<file path="src/rtl/mod_seq_ctrl.sv">
// mod_seq_ctrl: square-wave modulation sequencer with period counting and an optional
// step-sync watchdog. Define MOD_SEQ_WATCHDOG_EN to build the watchdog and FAULT path;
// without it i_wd_limit and i_step_sync are ignored and o_wd_fault stays 0.
module mod_seq_ctrl #(
    parameter int unsigned CNT_W = 32
) (
    input  logic             i_clk,
    input  logic             i_rst_n,
    input  logic             i_en,
    input  logic [CNT_W-1:0] i_half_period,
    input  logic             i_step_sync,
    input  logic [7:0]       i_wd_limit,
    output logic             o_status,
    output logic             o_trig,
    output logic             o_running,
    output logic [CNT_W-1:0] o_cycle_cnt,
    output logic             o_wd_fault,
    output logic [2:0]       o_state
);

    typedef enum logic [2:0] {
        ST_IDLE  = 3'd0,
        ST_HIGH  = 3'd1,
        ST_LOW   = 3'd2,
        ST_FAULT = 3'd3
    } state_t;

    state_t           state;
    logic [CNT_W-1:0] half_cnt;     // cycles remaining in the current half after this one
    logic [CNT_W-1:0] half_load_c;
    logic             low_exit_c;
    logic             wd_hit_c;

    // Half length latched at half entry; values below 2 are stretched to 2
    assign half_load_c = ((i_half_period < CNT_W'(2)) ? CNT_W'(2) : i_half_period) - CNT_W'(1);
    assign low_exit_c  = (state == ST_LOW) && (half_cnt == '0);
    assign o_state     = state;

`ifdef MOD_SEQ_WATCHDOG_EN
    logic [CNT_W-1:0] wd_cnt;
    logic [CNT_W-1:0] wd_next_c;

    assign wd_next_c = wd_cnt + CNT_W'(1);
    // A step sync on the exiting cycle clears the count and suppresses the fault
    assign wd_hit_c  = low_exit_c && !i_step_sync && (i_wd_limit != 8'd0)
                       && (wd_next_c == CNT_W'(i_wd_limit));

    // Watchdog count: periods since the last step sync while running
    always_ff @(posedge i_clk) begin
        if (!i_rst_n) begin
            wd_cnt <= '0;
        end else if ((state == ST_IDLE) && i_en) begin
            wd_cnt <= '0;
        end else if (((state == ST_HIGH) || (state == ST_LOW)) && i_step_sync) begin
            wd_cnt <= '0;
        end else if (low_exit_c) begin
            wd_cnt <= wd_next_c;
        end
    end

    // Fault flag: set on the tripping LOW exit, released when FAULT drops to IDLE
    always_ff @(posedge i_clk) begin
        if (!i_rst_n) begin
            o_wd_fault <= 1'b0;
        end else if (wd_hit_c) begin
            o_wd_fault <= 1'b1;
        end else if ((state == ST_FAULT) && !i_en) begin
            o_wd_fault <= 1'b0;
        end
    end
`else
    logic unused_wd;

    assign unused_wd  = ^{i_step_sync, i_wd_limit};
    assign wd_hit_c   = 1'b0;
    assign o_wd_fault = 1'b0;
`endif

    // Sequencer FSM with registered level, trigger, running and period count
    always_ff @(posedge i_clk) begin
        if (!i_rst_n) begin
            state       <= ST_IDLE;
            half_cnt    <= '0;
            o_status    <= 1'b0;
            o_trig      <= 1'b0;
            o_running   <= 1'b0;
            o_cycle_cnt <= '0;
        end else begin
            o_trig <= 1'b0;
            case (state)
                ST_IDLE: begin
                    if (i_en) begin
                        state       <= ST_HIGH;
                        half_cnt    <= half_load_c;
                        o_status    <= 1'b1;
                        o_trig      <= 1'b1;
                        o_running   <= 1'b1;
                        o_cycle_cnt <= '0;
                    end
                end
                ST_HIGH: begin
                    if (half_cnt == '0) begin
                        state    <= ST_LOW;
                        half_cnt <= half_load_c;
                        o_status <= 1'b0;
                        o_trig   <= 1'b1;
                    end else begin
                        half_cnt <= half_cnt - CNT_W'(1);
                    end
                end
                ST_LOW: begin
                    if (half_cnt == '0) begin
                        if (o_cycle_cnt != '1) begin
                            o_cycle_cnt <= o_cycle_cnt + CNT_W'(1);
                        end
                        if (wd_hit_c) begin
                            state     <= ST_FAULT;
                            o_status  <= 1'b0;
                            o_running <= 1'b0;
                        end else if (i_en) begin
                            state    <= ST_HIGH;
                            half_cnt <= half_load_c;
                            o_status <= 1'b1;
                            o_trig   <= 1'b1;
                        end else begin
                            state     <= ST_IDLE;
                            o_status  <= 1'b0;
                            o_running <= 1'b0;
                        end
                    end else begin
                        half_cnt <= half_cnt - CNT_W'(1);
                    end
                end
                ST_FAULT: begin
                    if (!i_en) begin
                        state <= ST_IDLE;
                    end
                end
                default: begin
                    state     <= ST_IDLE;
                    o_status  <= 1'b0;
                    o_running <= 1'b0;
                end
            endcase
        end
    end

endmodule
</file>
<file path="config.mk">
export PLATFORM = sky130hd
export DESIGN_NAME = mod_seq_ctrl
export DESIGN_NICKNAME = d
export VERILOG_FILES = /design/src/rtl/mod_seq_ctrl.sv
export SDC_FILE = /design/constraint.sdc
export NUM_CORES = 1
export LEC_CHECK = 0
export ABC_CLOCK_PERIOD_IN_PS = 5300
export BUFFER_PORTS_ARGS = -buffer_cell sky130_fd_sc_hd__buf_4
export CORE_UTILIZATION = 28
export DETAILED_ROUTE_END_ITERATION = 10
export PLACE_DENSITY = 0.44
export SETUP_SLACK_MARGIN = 0.1
export SLEW_MARGIN = 20
export SYNTH_ARGS = -nofsm -noshare
export SYNTH_HDL_FRONTEND = slang
export SYNTH_SLANG_ARGS = --single-unit
</file>
<file path="constraint.sdc">
create_clock -name i_clk -period 5.3 [get_ports i_clk]
set_input_delay 0.265 -clock i_clk [delete_from_list [all_inputs] [get_ports i_clk]]
set_output_delay 0.265 -clock i_clk [all_outputs]
set_load 0.01 [all_outputs]
</file>
# ---- Word-level counts from Yosys, hierarchy flattened
# Cells that the tools add are included.
dict set report word_totals {
  regBits 70
  latchBits 0
  ram_bits 0
  rom_bits 0
  output_inout_bits 39
  word_cells 57
  memories 0
}
dict set report classes {
  add_sub_neg 3
  mul 0
  div_mod_pow 0
  magnitude_cmp 1
  n_eq_ne 10
  shift 0
  muxes 26
  bitwise_logic 2
  reduce_logical 9
}
# cell count
set ops {}
lappend ops {{32-bit 2-to-1 mux} 7}
lappend ops {{32-bit one-hot mux with 3 select lines} 1}
lappend ops {{32-bit one-hot mux with 2 select lines} 1}
lappend ops {{32-bit by 1-bit subtractor with 32-bit output (second input constant)} 2}
lappend ops {{32-bit by 1-bit adder with 32-bit output (second input constant)} 1}
lappend ops {{32-bit logical NOT} 1}
lappend ops {{32-bit by 2-bit less-than comparator with 1-bit output (second input constant)} 1}
lappend ops {{32-bit inequality test (second input constant)} 1}
lappend ops {{4-bit AND reduction} 4}
lappend ops {{3-bit 2-to-1 mux} 4}
lappend ops {{3-bit one-hot mux with 4 select lines} 1}
lappend ops {{1-bit 2-to-1 mux} 9}
lappend ops {{2-bit inequality test (second input constant)} 4}
lappend ops {{3-bit by 2-bit equality test with 1-bit output (second input constant)} 2}
lappend ops {{1-bit one-hot mux with 3 select lines} 2}
lappend ops {{2-bit by 1-bit inequality test with 1-bit output (second input constant)} 2}
lappend ops {{1-bit one-hot mux with 4 select lines} 1}
lappend ops {{3-bit by 1-bit equality test with 1-bit output (second input constant)} 1}
lappend ops {{3-bit logical NOT} 1}
lappend ops {{3-bit nonzero test} 1}
lappend ops {{1-bit NOT} 2}
lappend ops {{2-bit nonzero test} 1}
lappend ops {{2-bit OR reduction} 1}

# ---- Logic depth before layout (Yosys ltp)
# Gate-level depths: netlist of the first run.
dict set report logic_depth {
  word_depth 6
  mapped_depth 13
}

# ---- Worst setup path after synthesis of the first run
# Ideal clock, no wire load.
dict set report synth_timing {
  path_type {input-to-reg}
  from {input port i_half_period[13]}
  to {register half_cnt[16]}
  setup_time_ps 122
  arrival_ps 3888
  t_required_ps 5178
  setup_slack_ps 1290
  cell_stages 13
  n_path_buf 2
  cell_sequence {or4_1 > or4_1 > clkbuf_1 > or3_1 > nand2_1 > ha_1 > or4b_2 > clkbuf_1 > nor3_1 > nand3b_1 > xor2_1 > a221oi_1 > o311a_1}
}
dict set report synth_between {
  elab_chain_cells 6
  elab_cells_between_ends 7
  classes_between {add/sub (1); order compare (1); mux (5)}
}
# element line_no
set synth_lines {}
lappend synth_lines {{from (decl)} 10} ;# input logic [CNT_W-1:0] i_half_period,
lappend synth_lines {{32-bit by 2-bit less-than comparator with 1-bit output} 35} ;# assign half_load_c = ((i_half_period < CNT_W'(2)) ? CNT_W'(2) : i_half_period) - CNT_W'(1);
lappend synth_lines {{32-bit 2-to-1 mux *} 35}
lappend synth_lines {{32-bit by 1-bit subtractor with 32-bit output *} 35}
lappend synth_lines {{32-bit 2-to-1 mux} {92, 120}}
lappend synth_lines {{32-bit 2-to-1 mux} 112} ;# if (half_cnt == '0) begin
lappend synth_lines {{32-bit one-hot mux with 3 select lines *} 90} ;# case (state)
lappend synth_lines {{to (signal assigned)} 94} ;# half_cnt <= half_load_c;
lappend synth_lines {{to (signal assigned)} 122} ;# half_cnt <= half_load_c;
lappend synth_lines {{to (signal assigned)} 131} ;# half_cnt <= half_cnt - CNT_W'(1);
lappend synth_lines {{to (decl)} 29} ;# logic [CNT_W-1:0] half_cnt;
# Mark *: on every way between the ends. The rest lies on a longest branch, timed or not.
# A chain may end at the register's enable or synchronous reset.

# ---- Worst setup path in the final report of the first run
# Same ends and word-level chain as after synthesis.

==> results of run 1 <==
==> per-layer routing <==
layer	GRT usage [%]	up-vias	routed length, um
li1	-	3149	-
met1	28.0	3019	10300
met2	31.9	219	9580
met3	3.10	24	1210
met4	6.74	0	408
met5	0	-	0
==> per-stage QoR <==
stage | hold slack, ns | power (mW) | setup WS [ns]
final | 0.257 | 3.18 | 1.03
after global routing | 0.262 | 3.40 | 0.869
after CTS | 0.242 | 3.16 | 1.07
after detailed placement | 0.486 | 2.55 | 0.700
after global placement | 0.488 | 2.55 | 0.738
after floorplan | 0.451 | 2.05 | 1.29
==> power by group <==
part,leakage (nW),internal [mW],total (mW),switching (mW)
clock network,0.138,0.323,0.598,0.275
logic,1.60,0.656,1.79,1.14
registers,0.562,0.625,0.784,0.159
total,2.30,1.60,3.18,1.57
==> cell usage in the layout (no fill, tap or decap), drive strengths merged, types with 11 or more instances in the layout <==
master   n
a31oi   15
xor2    13
nand3   38
o31ai   23
nand4   11
xnor2   22
inv     26
or3     19
and3    16
a211oi  12
o21ai   61
nand2   58
or4     35
a21oi   63
o211ai  12
nor4    22
dfxtp   69
buf     87
nor2    58
nand2b  11
nor3    29
==> worst max path at each step <==
stage,startpoint,endpoint,slack (ns),cells after the start
floorplan,i_half_period[13],half_cnt[16],1.29,13
global route,i_half_period[13],half_cnt[16],0.87,12
global placement,i_half_period[13],half_cnt[16],0.74,12
CTS,i_half_period[13],half_cnt[16],1.07,12
detailed placement,i_half_period[13],half_cnt[16],0.70,12
finish,i_half_period[13],half_cnt[16],1.03,12
==> final cells by class <==
type | count | area share (%)
well taps | 270 | 4.98
clock buffers | 9 | 3.32
flip-flops and latches | 69 | 20.4
clock inverters | 7 | 0.812
inverters | 24 | 1.33
multi-input cells | 645 | 59.6
repair buffers | 87 | 9.63
==> cell families (layout without fill, tap and decap cells) <==
group,Yosys count,count (layout),synth area share [%]
and+or+nand+nor,336,336,31.9
AOI/OAI and AO/OA,261,261,30.1
buffers and inverters,84,127,6.38
DFF,69,69,24.0
xor gates and xnor gates,35,35,5.32
adders and majority gates,8,8,1.74
muxes,3,3,0.521
other,1,2,0.0650
==> state kept, by name, indices dropped and copies added, names as in the netlist <==
register     count
o_cycle_cnt     32
o_running        1
half_cnt        32
o_status         1
o_state          2
o_trig           1
==> worst register-to-register path, stage by stage, from the launching register on <==
cell	delay (ns)
dfxtp_1	0.39
inv_1	0.14
ha_1	0.23
or3b_1	0.55
or4_4	0.66
nor4_4	0.29
a31oi_4	0.29
buf_4	0.32
or4_1	0.54
a21oi_1	0.14
==> flow_summary.toml, run 1 <==
[outcome]
status = "finished clean"

[timing]
finalMaxSlewViolations = 0
finalHoldViolCount = 0
max_freq_mhz = 234
relSlewSlack_pct = 36.0
finalCriticalPeriod_ns = 4.27
fin_crit_sh_pct = 80.7
clock_skew_ns = 0.00945
rsz0062_at_grt = "false"
tightest_slew_ns = 0.951
fin_setup_tns_ns = 0
setup_viol = 0

[floorplanning]
row_count = 52
io_pins = 83
start_util_pct = 28.5
die_w_um = 145
die_height_um = 145
core_area_sq_um = 20200
dieArea_sq_um = 21200

[setup_path]
crit_chain = "buf_4 -> or4_1 -> or4_1 -> or3_1 -> nand2_1 -> ha_1 -> or4b_2 -> nor3_1 -> nand3b_1 -> xor2_1 -> a221oi_1 -> o311a_1"
r2r_start = "half_cnt[0]"
path_class = "primary input to flop"
cpPeakStageDelay_ns = 0.70
rr_endpoint = "o_cycle_cnt[15]"
worstSetupEndpointType = "flop"
reg2regPathDepth = 9
cp_data_arrival_time_ns = 4.52
path_max_fanout = 6
crit_buf_inv = 1
critPathLaunchType = "primary input"
crit_path_frequent_cell = "or4_1"
cp.required_ns = 5.54
critPathTopFamily = "simple AND/OR/NAND/NOR gates"
rrSetupSlack_ns = 1.68
crit_slowest_cell = "or4b_2"

[run]
drv_cap = 0

[synthesis]
netlist_area_sq_um = 5770
ys_seq_area_share_pct = 24.0
yosys.area.top_type_share_pct = 24.0
synth_area_leaders = "dfxtp_1 (24%), a21oi_1 (5.5%), o21ai_0 (5.3%)"
ys_ff_latch = 69
synthFlopType = "dfxtp_1"
synth_common_cells = "dfxtp_1 (69), a21oi_1 (63), o21ai_0 (61)"
yosys.area.top_type = "dfxtp_1"
synth_edf_count = 0
syn_avg_cell_area_sq_um = 7.23
async_flop_share_pct = 0
synthesis.instances = 797
yosysMostFrequentCell = "dfxtp_1"
ys_warn_count = 0
synth_cell_types = 73

[clock_network]
clk_pin_slew_ns = 0.06
cts_buffers = 9
cts_tree = "yes"
cts.sinks = 69
ctsHoldBuffers = 0
post_cts.repair.setup_buffers = 0
cts-htree-levels = 3
clk_latency_ns = 0.35
cts_max_path_buffers = 2
cts.repair.resized = 0
cts-root-buf = "clkbuf_16"

[layout]
nNetsFinal = 888
drive_gt1_share_pct = 14.5
fin_util_pct = 33.5
fin_area_sq_um = 6780
antenna_cells = 0
syn2layout_area_growth_pct = 17.7
fin_cells = 1111
fill_cells = 2207
multiInputGateArea_sq_um = 4040
seq_area_sq_um = 1380

[route]
drc_errors = 0
dr_total_vias = 6411
drt-initial-drc-count = 470
wl_mm = 21.5
wl_per_cell_um = 19.3
drtAntennaViolNets = 0
vias_per_cell = 5.77
dr.pass1.iters = 5

[placement]
place_congestion = 0.833
place_hpwl_mm = 15.5
dp.cells = 1095
portBuffers = 71
placed_area_sq_um = 6500

[pwr]
ir_worst_vdd_uv = 167
power_density_nw_per_um2 = 468
leakagePower_nw = 2.30

[min_path]
worstHoldPathCells = 3
hold_start = "i_half_period[31]"
hp-class = "primary input to flop"
min_to = "half_cnt[31]"

[global_route]
grt.overflow.total = 0
grt_max_degree = 41
track_usage_pct = 20.2
grt_pass1_wl_mm = 33.6
grt_pass1_vias = 5702
antenna_found_initial = 0
Power figures use the tool's default switching activity.
==> run 2: changes to the inputs <==
Settings changed: ABC_AREA set to 1, ABC_CLOCK_PERIOD_IN_PS 5300 to 3700, PLACE_DENSITY 0.44 to 0.45.
Clock period 5.3 ns to 3.7 ns, I/O delays scaled along.
==> run 2 against run 1 <==
Critical path depth is 1 higher. Flip-flop and latch count did not move. Highest routed layer unchanged. Via count grew 13%. Routed wire length up 11%. Cell area up 14%. Synthesized cell count up 41%.
==> flow_summary.toml, run 2 <==
[outcome]
status = "finished clean"

[placement]
place_congestion = 0.910
portBuffers = 71
dp_slack_ns = 0.636
dp.cells = 1475
place_hpwl_mm = 17.7

[run]
drv_cap = 0

[global_route]
grt_max_degree = 62
track_usage_pct = 20.1
grt.overflow.total = 0
grt_pass1_vias = 6553
antenna_found_initial = 0
grt_pass1_wl_mm = 37.7

[layout]
nNetsFinal = 1225
fin_cells = 1491
layout_commonest_cell = "nand2_1"
drive_gt1_share_pct = 14.8
fin_util_pct = 33.8
mostFrequentLayoutCells = "nand2_1 (283), nor2_1 (160), inv_1 (104)"
antenna_cells = 0
syn2layout_area_growth_pct = 16.6

[pwr]
leakagePower_nw = 3.22
power_density_nw_per_um2 = 659
netSwitchingFraction_pct = 51.9
intPower_mw = 2.45
power_frac_seq_pct = 22.1
p_sw_mw = 2.65
comb_power_share_pct = 58.1
p_clk_share_pct = 19.8
ir_worst_vdd_uv = 296

[clock_network]
cts.sinks = 69
post_cts.repair.setup_buffers = 0
cts-htree-levels = 3
clk_latency_ns = 0.35
cts-root-buf = "clkbuf_16"
cts_buffers = 9
cts_max_path_buffers = 2
clk_pin_slew_ns = 0.06
cts_tree = "yes"
cts.repair.resized = 0
ctsHoldBuffers = 0

[synthesis]
yosysMostFrequentCell = "nand2_1"
synth_common_cells = "nand2_1 (283), nor2_1 (160), inv_1 (104)"
synthFlopType = "dfxtp_1"
synthesis.instances = 1125
synth_cell_types = 49
ys_seq_area_share_pct = 20.8
ys_ff_latch = 69
synth_edf_count = 0
async_flop_share_pct = 0
netlist_area_sq_um = 6640
ys_warn_count = 0
yosys.area.top_type = "dfxtp_1"
synth_area_leaders = "dfxtp_1 (21%), nand2_1 (16%), nor2_1 (9.0%)"
yosys.area.top_type_share_pct = 20.8
syn_avg_cell_area_sq_um = 5.90

[timing]
relSlewSlack_pct = 38.7
finalHoldViolCount = 0
finalMaxSlewViolations = 0
finalCriticalPeriod_ns = 2.95
fin_setup_tns_ns = 0
hold_ws_ns = 0.283
clock_skew_ns = 0.00676
tightest_slew_ns = 0.918
rsz0062_at_grt = "false"
setup_viol = 0
setup_slack_ns = 0.750
max_freq_mhz = 339
fin_crit_sh_pct = 79.7

[route]
vias_per_cell = 4.88
drc_errors = 0
drt-initial-drc-count = 568
dr.pass1.iters = 5
wl_mm = 23.9
wl_per_cell_um = 16.0
drtAntennaViolNets = 0
dr_total_vias = 7273

[min_path]
hp-class = "primary input to flop"

[setup_path]
path_max_fanout = 36
crit_path_frequent_cell = "nand2_1"
crit_chain = "ha_1 -> nand2_1 -> nor2_1 -> nand2_2 -> nor2_2 -> nand2_1 -> o41ai_1 -> o21ai_1 -> nand2_4 -> inv_4 -> nand3_1 -> nand2_1 -> nor2_1"
critPathLaunchType = "flop"
cp.required_ns = 3.98
cpPeakStageDelay_ns = 0.48
worstSetupEndpointType = "flop"
cp_data_arrival_time_ns = 3.23
path_class = "flop to flop"
crit_slowest_cell = "o41ai_1"

[floorplanning]
row_count = 55
io_pins = 83
dieArea_sq_um = 24300
die_w_um = 156
start_util_pct = 29.0
die_height_um = 156
core_area_sq_um = 22900
-- run 2: critical path, delay by kind of cell, from the launching register on --
kind,cells,cell delay (ns)
DFF,1,0.42
adders and majority gates,1,0.22
buffers and inverters,1,0.25
AOI/OAI and AO/OA,2,0.69
and+or+nand+nor,9,1.32
-- run 2: cells by family after synthesis --
logic type | synth area share, %
simple gates | 43.3
compound gates | 16.5
buf+inv | 10.1
flops | 20.8
xor+xnor | 7.79
fa+ha+maj | 1.51
other cells | 0.0565
-- run 2: path summary, 6_finish.rpt --
check	from	endpoint	slack (ns)	cells after the start
worst max-delay path	o_cycle_cnt[1]	o_cycle_cnt[5]	0.75	13
worst max register to register	o_cycle_cnt[1]	o_cycle_cnt[5]	0.75	13
worst min register to register	o_running	o_running	0.46	2
worst min-delay path	i_rst_n	half_cnt[4]	0.28	3
-- run 2: routing by layer --
layer / vias up / wire, um / global-route usage [%]
met5: - / 0 / 0
met4: 0 / 374 / 5.18
met3: 30 / 1170 / 2.92
met2: 192 / 9750 / 28.3
met1: 3280 / 12600 / 30.9
li1: 3771 / - / -
-- run 2: final cells by class --
cell class	instances	area [sq um]
Inverter	117	442
Clock buffer	11	253
Timing Repair Buffer	80	601
Sequential cell	69	1380
Fill cell	2573	15200
Clock inverter	5	81.3
Tap cell	313	392
Multi-Input combinational cell	896	4590
-- run 2: power groups by stage --
stage               Clock (mW)  Sequential, mW  Combinational (mW)
floorplan                    0            1.08                2.32
global placement             0            1.15                2.96
detailed placement           0            1.14                2.96
CTS                       1.03            1.13                2.97
global route              1.06            1.16                3.33
finish                    1.01            1.13                2.96
-- run 2: stage by stage --
step                cell area [sq um]  power (mW)
floorplan                        6640        3.40
CTS                              7740        5.12
global route                     7740        5.55
finish                           7740        5.10
global placement                 7400        4.11
detailed placement               7400        4.10
==> run 3: changes to the inputs <==
Settings changed: ABC_AREA 1 to 0, ABC_CLOCK_PERIOD_IN_PS 3700 to 2500.
Clock period 3.7 ns to 2.5 ns, I/O delays scaled along.
==> run 3 against run 2 <==
Largest cell class unchanged. Cell area is 20% higher. The run now ends with negative setup slack left. Clock power up 31%. Largest power group unchanged. Worst setup slack got worse by 1.3 ns.
==> flow_summary.toml, run 3 (synthesis results as in run 1) <==
[outcome]
status = "finished with violations"
violations = "negative setup slack"

[pwr]
intPower_mw = 4.82
ir_worst_vdd_uv = 443
p_clk_share_pct = 15.0
netSwitchingFraction_pct = 45.3
p_sw_mw = 3.99
power_frac_seq_pct = 16.8
comb_power_share_pct = 68.2
power_density_nw_per_um2 = 951
leakagePower_nw = 3.54

[layout]
mostFrequentLayoutCells = "buf_4 (250), dfxtp_1 (65), nand2_1 (57)"
seq_area_sq_um = 1390
antenna_cells = 0
nNetsFinal = 1096
fin_area_sq_um = 9260
drive_gt1_share_pct = 42.0
syn2layout_area_growth_pct = 60.7
fin_cells = 1318
layout_commonest_cell = "buf_4"
fill_cells = 2042
multiInputGateArea_sq_um = 4670

[route]
dr.pass1.iters = 5
wl_per_cell_um = 19.1
vias_per_cell = 5.70
drc_errors = 0
drt-initial-drc-count = 531
wl_mm = 25.2
drtAntennaViolNets = 0
dr_total_vias = 7517

[placement]
portBuffers = 71
place_congestion = 0.875
placed_area_sq_um = 7930
dp.cells = 1264
dp_slack_ns = -1.10
place_hpwl_mm = 17.9

[setup_path]
crit_slowest_cell = "or4_4"
critPathLaunchType = "primary input"
cpPeakStageDelay_ns = 0.53
worstSetupEndpointType = "flop"
crit_chain = "buf_6 -> or4_4 -> or4_4 -> or3_4 -> nand2_4 -> ha_4 -> or4b_4 -> buf_4 -> buf_6 -> nor2_4 -> xor2_2 -> a221oi_2 -> o211ai_1 -> o211a_1"
cp.required_ns = 2.80
critPathTopFamily = "simple AND/OR/NAND/NOR gates"
path_class = "primary input to flop"
cp_data_arrival_time_ns = 3.38
crit_buf_inv = 3
path_max_fanout = 4

[clock_network]
cts_tree = "yes"
clk_latency_ns = 0.35
cts_max_path_buffers = 2
cts-root-buf = "clkbuf_16"
cts-htree-levels = 3
cts_buffers = 9
clk_pin_slew_ns = 0.07
cts.sinks = 69

[timing]
rsz0062_at_grt = "true"
finalHoldViolCount = 0
setup_slack_ns = -0.589
tightest_slew_ns = 0.728
clock_skew_ns = 0.0146
max_freq_mhz = 324
fin_crit_sh_pct = 124
relSlewSlack_pct = 50.8
setup_viol = 68
finalMaxSlewViolations = 0
finalCriticalPeriod_ns = 3.09
hold_ws_ns = 0.0561

[global_route]
track_usage_pct = 23.3
antenna_found_initial = 0
grt.overflow.total = 0
grt_max_degree = 28
grt_pass1_vias = 7068
grt_pass1_wl_mm = 38.6

[floorplanning]
io_pins = 83
start_util_pct = 28.5
die_height_um = 145
core_area_sq_um = 20200
dieArea_sq_um = 21200
row_count = 52
die_w_um = 145

[run]
drv_cap = 0

[min_path]
hp-class = "primary input to flop"
-- run 3: cell count changes in the layout (fill, tap and decap cells not counted), moves of 15 or more --
cell	delta
nand2_1	-226
buf_4	+170
nor2_1	-107
inv_1	-83
nand3_1	-46
o21ai_0	-39
a21oi_1	-35
xor2_1	-34
buf_6	+30
or4_1	+18
or4_4	+18
a21oi_2	+15
-- run 3: final cells by class --
type,instances,area share [%]
multi-input combinational,647,50.4
timing repair buffer,293,26.9
sequential,69,15.0
tap,270,3.65
clock buffer,10,2.47
inverter,24,0.972
clock inverter,5,0.648
-- run 3: power groups by stage --
stage                     Clock, mW  Sequential (mW)  Combinational (mW)
after global routing           1.40             1.51                6.45
after floorplan                   0             1.56                2.92
final                          1.32             1.48                6.01
after detailed placement          0             1.49                5.06
after CTS                      1.35             1.47                5.45
after global placement            0             1.49                5.08
-- run 3: path summary, 6_finish.rpt --
path                                   startpoint           end  slack [ns]  cells past startpoint
worst max register to register       half_cnt[10]  half_cnt[28]       -0.44                      6
worst min register to register       half_cnt[21]  half_cnt[21]        0.51                      2
worst min-delay path                      i_rst_n  half_cnt[25]        0.06                      2
worst max-delay path            i_half_period[13]   half_cnt[6]       -0.59                     14
-- run 3: timing repair --
item,CTS,global route
gates resized for setup,60,88
gates cloned,5,3
pin swaps,50,46
endpoints found under the setup margin,69,69
hold buffers,0,0
buffers inserted,15,17
-- run 3: routing by layer --
metal  GRT usage (%)  routed length (um)
met5               0                   0
met4            9.74                 808
met3            4.26                1710
met2            38.1               11800
met1            30.0               10900
-- run 3: through the flow --
stage | total power [mW] | util (%) | setup TNS (ns)
after floorplan | 4.48 | - | -21.91
after global placement | 6.57 | 39.2 | -30.31
after detailed placement | 6.55 | 39.2 | -30.91
after CTS | 8.27 | 42.8 | -28.81
after global routing | 9.36 | 45.8 | -28.82
final | 8.81 | 45.8 | -22.83
